<file path="config.mk">
export PLATFORM = sky130hd
export DESIGN_NAME = data_ram_arbiter
export DESIGN_NICKNAME = d
export VERILOG_FILES = /design/src/rtl/data_ram_arbiter.sv
export SDC_FILE = /design/constraint.sdc
export NUM_CORES = 1
export LEC_CHECK = 0
export BUFFER_PORTS_ARGS = -buffer_cell sky130_fd_sc_hd__buf_2
export CORE_AREA = 2 2 118 120
export CTS_CLUSTER_DIAMETER = 40
export DETAILED_ROUTE_END_ITERATION = 10
export DIE_AREA = 0 0 120 122
export SYNTH_ARGS = -nofsm -noshare
export SYNTH_HDL_FRONTEND = slang
export SYNTH_SLANG_ARGS = --single-unit
</file>
<file path="constraint.sdc">
create_clock -name clk -period 2 [get_ports clk]
set_input_delay 0.2 -clock clk [delete_from_list [all_inputs] [get_ports clk]]
set_output_delay 0.2 -clock clk [all_outputs]
set_load 0.03 [all_outputs]
</file>
<file path="src/rtl/data_ram_arbiter.sv">
// Two-port (core A / DMA B) arbiter onto a single-port data RAM with in-order load returns.
// Define DATA_RAM_ARB_RR_EN for round-robin on conflict; otherwise A has fixed priority.
module data_ram_arbiter #(
    parameter int unsigned READ_LAT = 1
) (
    input  logic        clk,
    input  logic        rst,
    input  logic        a_req,
    input  logic        a_we,
    input  logic [2:0]  a_op,
    input  logic [31:0] a_addr,
    input  logic [31:0] a_wdata,
    input  logic        b_req,
    input  logic        b_we,
    input  logic [2:0]  b_op,
    input  logic [31:0] b_addr,
    input  logic [31:0] b_wdata,
    output logic        a_gnt,
    output logic        b_gnt,
    output logic        a_rvalid,
    output logic        b_rvalid,
    output logic [31:0] a_rdata,
    output logic [31:0] b_rdata,
    output logic        ram_wen_n,
    output logic [2:0]  ram_op,
    output logic [31:0] ram_addr,
    output logic [31:0] ram_din,
    input  logic [31:0] ram_dout
);

    localparam logic [2:0] IdleOp = 3'b010;

    logic pick_b;

`ifdef DATA_RAM_ARB_RR_EN
    logic prio_q, prio_d;

    always_ff @(posedge clk) begin
        if (rst) begin
            prio_q <= 1'b0;
        end else begin
            prio_q <= prio_d;
        end
    end

    // Point at the loser after every grant; hold when idle.
    always_comb begin
        prio_d = prio_q;
        if (a_gnt) begin
            prio_d = 1'b1;
        end else if (b_gnt) begin
            prio_d = 1'b0;
        end
    end

    assign pick_b = prio_q;
`else
    assign pick_b = 1'b0;
`endif

    always_comb begin
        a_gnt = 1'b0;
        b_gnt = 1'b0;
        if (!rst) begin
            if (a_req && b_req) begin
                a_gnt = !pick_b;
                b_gnt = pick_b;
            end else begin
                a_gnt = a_req;
                b_gnt = b_req;
            end
        end
    end

    always_comb begin
        ram_wen_n = 1'b1;
        ram_op    = IdleOp;
        ram_addr  = '0;
        ram_din   = '0;
        unique case ({a_gnt, b_gnt})
            2'b10: begin
                ram_wen_n = ~a_we;
                ram_op    = a_op;
                ram_addr  = a_addr;
                ram_din   = a_wdata;
            end
            2'b01: begin
                ram_wen_n = ~b_we;
                ram_op    = b_op;
                ram_addr  = b_addr;
                ram_din   = b_wdata;
            end
            default: begin
                ram_wen_n = 1'b1;
            end
        endcase
    end

    // Tag pipeline tracks which side owns the RAM data emerging READ_LAT cycles later.
    logic [READ_LAT-1:0] tag_valid_q;
    logic [READ_LAT-1:0] tag_owner_q;
    logic                push_valid;
    logic                push_owner;

    assign push_valid = (a_gnt && !a_we) || (b_gnt && !b_we);
    assign push_owner = b_gnt;

    always_ff @(posedge clk) begin
        if (rst) begin
            tag_valid_q <= '0;
            tag_owner_q <= '0;
        end else begin
            tag_valid_q[0] <= push_valid;
            tag_owner_q[0] <= push_owner;
            for (int i = 1; i < READ_LAT; i++) begin
                tag_valid_q[i] <= tag_valid_q[i-1];
                tag_owner_q[i] <= tag_owner_q[i-1];
            end
        end
    end

    logic resp_valid;
    logic resp_owner;

    assign resp_valid = tag_valid_q[READ_LAT-1] && !rst;
    assign resp_owner = tag_owner_q[READ_LAT-1];

    always_comb begin
        a_rvalid = resp_valid && !resp_owner;
        b_rvalid = resp_valid && resp_owner;
        a_rdata  = a_rvalid ? ram_dout : '0;
        b_rdata  = b_rvalid ? ram_dout : '0;
    end

endmodule

</file>
==> qor.csv, run 1 <==
stage,metric,value,unit
place,HPWL after DPL,7.63,mm
timing,Slew HR,65.9,%
setup_path,Crit. End Element,primary output,
setup_path,critical path type,primary input to primary output,
cells_and_area,Final Util,25.0,%
worst_hold_path,worst hold stages,2,
setup_path,WP data arrival,1.71,ns
setup_path,most numerous cell on the critical path,buf_2,
yosys,#FFs+latches synth,2,
route,final WL,9.13,mm
cells_and_area,Nets,751,
timing,min setup slack post-route,0.0920,ns
setup_path,Worst Path Required,1.80,ns
cells_and_area,antenna fix cells,0,
clocking,H-tree depth,1,
setup_path,CP max FO,8,
worst_hold_path,Tightest Hold Check Type,primary input to flip-flop,
route,WL per Instance,12.1,microns
place,gpl congestion,0.807,
clocking,Clock Path Buffers,2,
clocking,Root Driver,clkbuf_16,
die,Die Height,122,microns
setup_path,CP cell instances,buf_2 -> nand2b_1 -> or2_2 -> ha_4 -> buf_4 -> a221o_1 -> buf_2,
global_routing,largest net degree at the start of global routing,60,
clocking,clock slew seen by the registers of the worst setup and hold paths,0.03,ns
yosys,Synth cell types,17,
route,post-route DRC violation count,0,
route,DR vias,3078,
die,Core Box Area,13500,sq um
cells_and_area,share of cells above drive strength 1,63.0,%
cells_and_area,Layout area overhead,112,%
yosys,area of the mapped netlist,1590,sq um
global_routing,first-pass GRT wire length,12.4,mm
clocking,CTS tree,done,
yosys,Synth Warn #,0,
yosys,sequential fraction of the synthesis area,2.51,%
place,"Cell Area, Placed",3290,sq um
yosys,Yosys top cell area share,31.1,%
cells_and_area,Final Non-Filler Cells,755,
timing,Hold Fails Final Rpt,0,
setup_path,Slowest cell on crit path,or2_2,
setup_path,critical path's largest stage delay,0.33,ns
timing,pins over their slew limit,0,
timing,unrepaired setup endpoints after global routing,no,
yosys,Synth area leaders,"a22oi_1 (31%), nor2_1 (25%), nor2_2 (12%)",
die,num rows,43,
setup_path,WP depth,7,
yosys,largest area contributor in the netlist,a22oi_1,
setup_path,Startpoint Class,primary input,
setup_path,CP Buf/Inv Count,3,
cells_and_area,FILL cells,1533,
route,drt initial violations,112,
clocking,clock sink count,2,
route,Via density,4.08,
cells_and_area,design area,3380,sq um
die,Initial Utilization,11.8,%
timing,period utilisation layout,95.4,%
die,io pins,308,
global_routing,gr ovfl total,0,
global_routing,initial antenna violation count,0,
clocking,setup bufs post-CTS,0,
flow_run,max-cap violations,0,
timing,Worst Max-Slew Pin Slew,0.511,ns
place,# port buffers,307,
setup_path,crit path to,ram_op[1],
setup_path,CP Launch Point,a_req,
clocking,CTS buffer count,3,
status,status,"complete, no violations",
yosys,Cells after Synth,284,
place,Post-Place Cells,752,
yosys,Synth Area per Inst,5.61,sq um
die,Die Area,14600,sq um
place,DP Worst Slack,0.0462,ns
power_and_ir_drop,P_leak,1.91,nW
worst_hold_path,Hold Crit Start,b_we,
clocking,Hold Buf Count CTS,0,
die,die width,120,microns
timing,fin crit period,1.91,ns
route,Pre-antenna DRT Iters,5,
setup_path,"delay-heaviest family, CP",simple AND/OR/NAND/NOR gates,
timing,fmax,0.524,GHz
power_and_ir_drop,Pwr per Cell Area,298,nW/um^2
global_routing,All-Layer GR Usage,10.6,%
power_and_ir_drop,VDD IR-drop max,0.186,mV
yosys,synthesized net count,458,
timing,final setup vio count,0,
route,Routed Antenna Nets,0,
global_routing,vias in the first global route,2501,
placed cells by master, fill, tap and decap left out:
cell       instances
nor2_1           103
dfxtp_1            2
buf_12             5
a221o_1            2
buf_2            307
nand2b_1           3
nand2_1           32
o32ai_1            1
inv_1              4
ha_4               1
a22oi_1           66
or2_2              2
buf_4             12
nor2_2            31
clkbuf_16          3
ha_2               1
through the flow:
stage | power (W) | hold slack, ns | setup TNS [ns]
after detailed placement | 0.000708 | 0.451 | 0
final | 0.00101 | 0.225 | 0
after CTS | 0.00101 | 0.225 | 0
after floorplan | 0.000423 | 0.272 | -1.30
after global routing | 0.00107 | 0.236 | 0
after global placement | 0.000709 | 0.479 | 0
kinds of logic (layout without fill, tap and decap cells):
family / Yosys count / count (layout) / synth area share [%]
simple gates: 171 / 171 / 45.8
compound gates: 69 / 69 / 32.9
buf+inv: 40 / 331 / 17.2
fa+ha+maj: 2 / 2 / 1.57
flops: 2 / 2 / 2.51
state kept, by name, summed over array words and instances, names as in the netlist:
signal and flops:
resp_owner 1, tag_valid_q 1
worst min path at each step:
| stage | end | slack, ns |
|---|---|---|
| floorplan | resp_owner | 0.27 |
| global placement | tag_valid_q | 0.48 |
| detailed placement | tag_valid_q | 0.45 |
| CTS | tag_valid_q | 0.22 |
| global route | tag_valid_q | 0.24 |
| finish | tag_valid_q | 0.23 |
area by class of cell:
class                   instances  area (sq um)  area share [%]
clock buffers                   3          75.1            2.22
multi-input cells             242          1300            38.4
well taps                     180           225            6.67
inverters                       4          15.0           0.444
repair buffers                324          1730            51.1
flip-flops and latches          2          40.0            1.19
metal layers:
metal	vias up	track usage, %	part of all wire (%)
li1	1543	-	-
met1	1341	12.1	38
met2	192	20.1	52
met3	2	1.69	9.1
met4	0	3.09	0.90
met5	-	0	0
what timing repair did:
action,CTS,global route
resized for setup,0,1
endpoints found under the hold margin,0,0
endpoints found under the setup margin,0,2
where the power goes:
part / internal (W) / leakage, nW / total [W] / switching, W
clock network: 0.000254 / 0.0370 / 0.000296 / 0.0000423
registers: 0.0000423 / 0.0165 / 0.0000430 / 0.000000758
logic: 0.000271 / 1.86 / 0.000666 / 0.000396
Yosys cell counts, drive strengths merged:
library cell  instances
nor2                134
a22oi                66
nand2                32
buf                  30
clkbuf                6
inv                   4
nand2b                3
a221o                 2
dfxtp                 2
ha                    2
or2                   2
o32ai                 1
Power figures use the tool's default switching activity.
==> run 2, diff against run 1 <==
==> constraint.sdc (replaced) <==
create_clock -name clk -period 2 [get_ports clk]
set_input_delay 0.4 -clock clk [delete_from_list [all_inputs] [get_ports clk]]
set_output_delay 0.4 -clock clk [all_outputs]
set_load 0.03 [all_outputs]
==> run 2 against run 1 <==
Compared with the run above: the flow now finishes with violations (setup timing); cell count grew 4.9%; global-route usage up 3.2 points; combinational power rose by 71%; clock power is essentially flat; fmax shrank 11%; worst setup slack worse by 0.25 ns; cell area grew 57%; flip-flop and latch count did not move; sequential power about the same; worst hold slack better by 0.19 ns; non-clock buffer count up 37; first-iteration DRC count down 46%; largest cell class unchanged; largest power group unchanged.
==> qor.csv, run 2 (same netlist as run 1, synthesis figures left out) <==
stage,metric,value,unit,change
status,status,"complete, but fails checks",,"was complete, no violations"
status,failing checks,setup timing,,
timing,fin crit period,2.15,ns,was 1.91 ns
setup_path,Crit. End Element,primary output,,unchanged
cells_and_area,share of cells above drive strength 1,87.6,%,was 63.0%
die,Initial Utilization,11.8,%,unchanged
setup_path,Startpoint Class,primary input,,unchanged
power_and_ir_drop,P_leak,2.34,nW,was 1.91 nW
place,gpl congestion,0.809,,was 0.807
setup_path,WP data arrival,1.75,ns,was 1.71 ns
die,die width,120,microns,unchanged
route,drt initial violations,60,,was 112
power_and_ir_drop,Pwr per Cell Area,278,nW/um^2,was 298 nW/um^2
clocking,Hold Buf Count CTS,0,,unchanged
power_and_ir_drop,Sw Ratio,43.7,%,was 43.6%
timing,min setup slack post-route,-0.154,ns,was 0.0920 ns
global_routing,met1 Use GR,15.5,%,was 12.1%
clocking,Clock Path Buffers,2,,unchanged
power_and_ir_drop,part of the power in registers,2.9,%,was 4.3%
route,WL per Instance,14.8,microns,was 12.1 microns
global_routing,vias in the first global route,3156,,"was 2,501"
clocking,H-tree depth,1,,unchanged
timing,pins over their slew limit,0,,unchanged
route,Pre-antenna DRT Iters,4,,was 5
global_routing,GR Util met2,25.5,%,was 20.1%
die,Core Box Area,13500,sq um,unchanged
power_and_ir_drop,switching power,0.000645,W,was 0.000439 W
cells_and_area,Final Util,39.3,%,was 25.0%
global_routing,All-Layer GR Usage,13.7,%,was 10.6%
global_routing,met3 global-route usage,3.98,%,was 1.69%
timing,fmax,0.464,GHz,was 0.524 GHz
place,HPWL after DPL,8.01,mm,was 7.63 mm
worst_hold_path,Tightest Hold Check Type,primary input to flip-flop,,unchanged
timing,Final TNS setup,-6.21,ns,was 0 ns
cells_and_area,"commonest non-fill, non-tap cell in the layout",buf_2,,unchanged
timing,final setup vio count,68,,was 0
cells_and_area,Nets,788,,was 751
timing,period utilisation layout,108,%,was 95.4%
die,num rows,43,,unchanged
timing,final hold slack,0.415,ns,was 0.225 ns
timing,Hold Fails Final Rpt,0,,unchanged
route,final WL,11.7,mm,was 9.13 mm
die,Die Height,122,microns,unchanged
setup_path,CP max FO,7,,was 8
power_and_ir_drop,VDD IR-drop max,0.238,mV,was 0.186 mV
global_routing,first-pass GRT wire length,16.0,mm,was 12.4 mm
route,DR vias,3346,,"was 3,078"
power_and_ir_drop,Gate power share,77.1,%,was 66.2%
flow_run,max-cap violations,0,,unchanged
timing,unrepaired setup endpoints after global routing,yes,,was no
global_routing,largest net degree at the start of global routing,39,,was 60
setup_path,Worst Path Required,1.60,ns,was 1.80 ns
setup_path,critical path type,primary input to primary output,,unchanged
power_and_ir_drop,clock share of power,20.0,%,was 29.5%
clocking,Root Driver,clkbuf_16,,unchanged
place,# port buffers,307,,unchanged
route,Via density,4.22,,was 4.08
clocking,CTS tree,done,,unchanged
cells_and_area,FILL cells,1343,,"was 1,533"
place,DP Worst Slack,-0.253,ns,was 0.0462 ns
power_and_ir_drop,Overall Power,0.00147,W,was 0.00101 W
clocking,CTS buffer count,3,,unchanged
cells_and_area,Layout area overhead,233,%,was 112%
global_routing,initial antenna violation count,0,,unchanged
route,Routed Antenna Nets,0,,unchanged
cells_and_area,most frequent cells in the layout,"buf_2 (241), buf_6 (77), a22oi_2 (66), nor2_4 (62), nor2_1 (37)",,"was buf_2 (307), nor2_1 (103), a22oi_1 (66), nand2_1 (32), nor2_2 (31)"
clocking,clock slew seen by the registers of the worst setup and hold paths,0.03,ns,about the same
power_and_ir_drop,P_int,0.000829,W,was 0.000567 W
cells_and_area,antenna fix cells,0,,unchanged
route,post-route DRC violation count,0,,unchanged
timing,Slew HR,76.5,%,was 65.9%
die,io pins,308,,unchanged
clocking,clock sink count,2,,unchanged
global_routing,gr ovfl total,0,,unchanged
global_routing,GRT Max-Usage Layer,met2,,unchanged
timing,Worst Max-Slew Pin Slew,0.353,ns,was 0.511 ns
die,Die Area,14600,sq um,unchanged
## run 2: worst max-delay path, cell delays in order
cell and delay [ns]:
buf_6 0.10, nand2b_4 0.14, or2_4 0.24, ha_4 0.21, buf_12 0.16, buf_16 0.14, a22oi_2 0.19, nor2_4 0.05
buf_6 0.13
## run 2: area by class of cell
| class | instances | area (sq um) | area share [%] |
|---|---|---|---|
| Multi-Input combinational cell | 242 | 2130 | 40.2 |
| Inverter | 4 | 15.0 | 0.283 |
| Timing Repair Buffer | 361 | 2820 | 53.1 |
| Tap cell | 180 | 225 | 4.24 |
| Clock buffer | 3 | 75.1 | 1.41 |
| Sequential cell | 2 | 40.0 | 0.754 |
## run 2: timing repair
| item | 4_1_cts | 5_1_grt |
|---|---|---|
| resized for setup | 124 | 105 |
| endpoints found under the setup margin | 68 | 68 |
| buffers inserted | 12 | 1 |
| hold endpoints to repair | 0 | 0 |
| pin swaps | 44 | 51 |
| gates cloned | 8 | 2 |
## run 2: per-layer routing
layer  wire, microns  vias up
li1                -     1629
met1            4270     1503
met5               0        -
met3            1140       14
met4             115        0
met2            6160      200
## run 2: power groups by stage
| stage | registers, W | logic [W] | clock network [W] |
|---|---|---|---|
| floorplan | 0.0000432 | 0.000544 | 0 |
| global placement | 0.0000433 | 0.000864 | 0 |
| detailed placement | 0.0000433 | 0.000866 | 0 |
| CTS | 0.0000428 | 0.00105 | 0.000301 |
| global route | 0.0000429 | 0.00120 | 0.000307 |
| finish | 0.0000428 | 0.00114 | 0.000295 |
## run 2: worst paths after layout
kind / startpoint / to / slack [ns] / cells after the start
worst max-delay path: a_req / ram_addr[24] / -0.15 / 9
worst min-delay path: b_we / tag_valid_q / 0.42 / 2
## run 2: per-stage QoR
step / instances / area [sq um]
finish: 792 / 5310
detailed placement: 766 / 4050
floorplan: 284 / 2240
global placement: 766 / 4050
global route: 792 / 5310
CTS: 789 / 4900
==> run 3, diff against run 2 <==
--- a/config.mk
+++ b/config.mk
@@ -10,6 +10,7 @@
 export CTS_CLUSTER_DIAMETER = 40
 export DETAILED_ROUTE_END_ITERATION = 10
 export DIE_AREA = 0 0 120 122
+export RECOVER_POWER = 100
 export SYNTH_ARGS = -nofsm -noshare
 export SYNTH_HDL_FRONTEND = slang
 export SYNTH_SLANG_ARGS = --single-unit
==> run 3 against run 2 <==
Compared with the run above: the flow still finishes with violations (setup timing); first-iteration DRC count is 5.0% higher; cell count stayed put; sequential power hardly changed; power is 0.12% lower; fmax hardly changed; count of clock-buffer cells in the layout stayed put; sequential share of layout area hardly changed; clock power hardly changed; cell area is 0.12% lower; largest cell class unchanged.
==> qor.csv, run 3 (same netlist as run 1, synthesis figures left out) <==
stage,metric,value,unit,change
route,final WL,11.7,mm,about the same
clocking,CTS buffer count,3,,unchanged
cells_and_area,most frequent cells in the layout,"buf_2 (222), buf_6 (77), a22oi_2 (66), nor2_4 (62), nor2_1 (37)",,"was buf_2 (241), buf_6 (77), a22oi_2 (66), nor2_4 (62), nor2_1 (37)"
route,drt initial violations,63,,was 60
die,Die Height,122,microns,unchanged
route,Via density,4.21,,was 4.22
cells_and_area,register area,40.0,sq um,unchanged
global_routing,gr ovfl total,0,,unchanged
die,Initial Utilization,11.8,%,unchanged
clocking,CTS tree,done,,unchanged
status,failing checks,setup timing,,unchanged
worst_hold_path,Tightest Hold Check Type,primary input to flip-flop,,unchanged
power_and_ir_drop,Overall Power,0.00147,W,about the same
timing,Slew HR,59.5,%,was 76.5%
cells_and_area,antenna fix cells,0,,unchanged
timing,pins over their slew limit,0,,unchanged
timing,final setup vio count,68,,unchanged
place,HPWL after DPL,8.01,mm,unchanged
place,gpl congestion,0.809,,unchanged
clocking,clock slew seen by the registers of the worst setup and hold paths,0.03,ns,about the same
timing,Final TNS setup,-6.16,ns,was -6.21 ns
flow_run,max-cap violations,0,,unchanged
die,Core Box Area,13500,sq um,unchanged
place,"Cell Area, Placed",4050,sq um,unchanged
clocking,clock sink count,2,,unchanged
route,WL per Instance,14.7,microns,was 14.8 microns
route,Pre-antenna DRT Iters,4,,unchanged
setup_path,CP Launch Point,a_req,,unchanged
route,DR vias,3332,,"was 3,346"
cells_and_area,Layout area overhead,233,%,about the same
timing,Hold Fails Final Rpt,0,,unchanged
cells_and_area,"commonest non-fill, non-tap cell in the layout",buf_2,,unchanged
setup_path,Startpoint Class,primary input,,unchanged
setup_path,Worst Path Required,1.60,ns,about the same
route,post-route DRC violation count,0,,unchanged
global_routing,All-Layer GR Usage,13.7,%,unchanged
cells_and_area,design area,5300,sq um,was 5310 sq um
route,Routed Antenna Nets,0,,unchanged
global_routing,largest net degree at the start of global routing,39,,unchanged
cells_and_area,FILL cells,1347,,"was 1,343"
timing,min setup slack post-route,-0.152,ns,was -0.154 ns
power_and_ir_drop,VDD IR-drop max,0.237,mV,was 0.238 mV
die,num rows,43,,unchanged
cells_and_area,Nets,788,,unchanged
die,die width,120,microns,unchanged
timing,fmax,0.465,GHz,was 0.464 GHz
timing,unrepaired setup endpoints after global routing,yes,,unchanged
timing,period utilisation layout,108,%,about the same
global_routing,initial antenna violation count,0,,unchanged
setup_path,WP data arrival,1.75,ns,about the same
clocking,H-tree depth,1,,unchanged
status,status,"complete, but fails checks",,unchanged
global_routing,first-pass GRT wire length,16.0,mm,unchanged
setup_path,Crit. End Element,primary output,,unchanged
setup_path,CP max FO,7,,unchanged
power_and_ir_drop,P_leak,2.31,nW,was 2.34 nW
setup_path,critical path type,primary input to primary output,,unchanged
worst_hold_path,Hold Crit Start,a_we,,was b_we
clocking,Clock Path Buffers,2,,unchanged
cells_and_area,share of cells above drive strength 1,87.1,%,was 87.6%
global_routing,vias in the first global route,3156,,unchanged
clocking,Root Driver,clkbuf_16,,unchanged
cells_and_area,multi-input logic area,2130,sq um,unchanged
place,# port buffers,307,,unchanged
die,io pins,308,,unchanged
timing,fin crit period,2.15,ns,about the same
die,Die Area,14600,sq um,unchanged
power_and_ir_drop,Pwr per Cell Area,278,nW/um^2,about the same
timing,Worst Max-Slew Pin Slew,0.607,ns,was 0.353 ns
run 3: per-layer routing:
metal / up-vias / part of all wire [%] / track usage (%)
met2: 193 / 53 / 25.5
met3: 12 / 9.5 / 3.98
met4: 0 / 0.86 / 3.01
li1: 1628 / - / -
met5: - / 0 / 0
met1: 1499 / 37 / 15.5
run 3: final timing paths:
check  depth (start not counted)            to
max                            9  ram_addr[24]
min                            2   tag_valid_q
run 3: final cells by class:
| cell class | instances | area share, % |
|---|---|---|
| multi-input combinational | 242 | 40.2 |
| sequential | 2 | 0.755 |
| tap | 180 | 4.25 |
| inverter | 4 | 0.283 |
| clock buffer | 3 | 1.42 |
| timing repair buffer | 361 | 53.1 |
run 3: what timing repair did:
action / 4_1_cts / 5_1_grt
hold buffers: 0 / 0
pin swaps: 44 / 51
cloned: 8 / 2
resized for setup: 124 / 105
buffers inserted: 12 / 1
endpoints found under the hold margin: 0 / 0
endpoints found under the setup margin: 68 / 68
run 3: worst max-delay path, stage by stage:
cell and delay [ns]:
buf_6 0.09, nand2b_4 0.14, or2_4 0.24, ha_4 0.21, buf_12 0.16, buf_16 0.14, a22oi_2 0.19, nor2_4 0.05
buf_6 0.13
run 3: per-stage QoR:
stage          utilization, %  setup slack, ns  instances  hold slack, ns
2_1_floorplan               -          -0.0882        284           0.472
3_3_place_gp             30.0           -0.252        766           0.629
3_5_place_dp             30.0           -0.253        766           0.628
4_1_cts                  36.3           -0.155        789           0.404
5_1_grt                  39.3           -0.181        792           0.430
6_report                 39.3           -0.152        792           0.414
run 3: power breakdown:
group          internal, W  switching, W  total [W]
Clock             0.000254     0.0000414   0.000295
Combinational     0.000531      0.000602    0.00113
Sequential       0.0000423   0.000000464  0.0000427
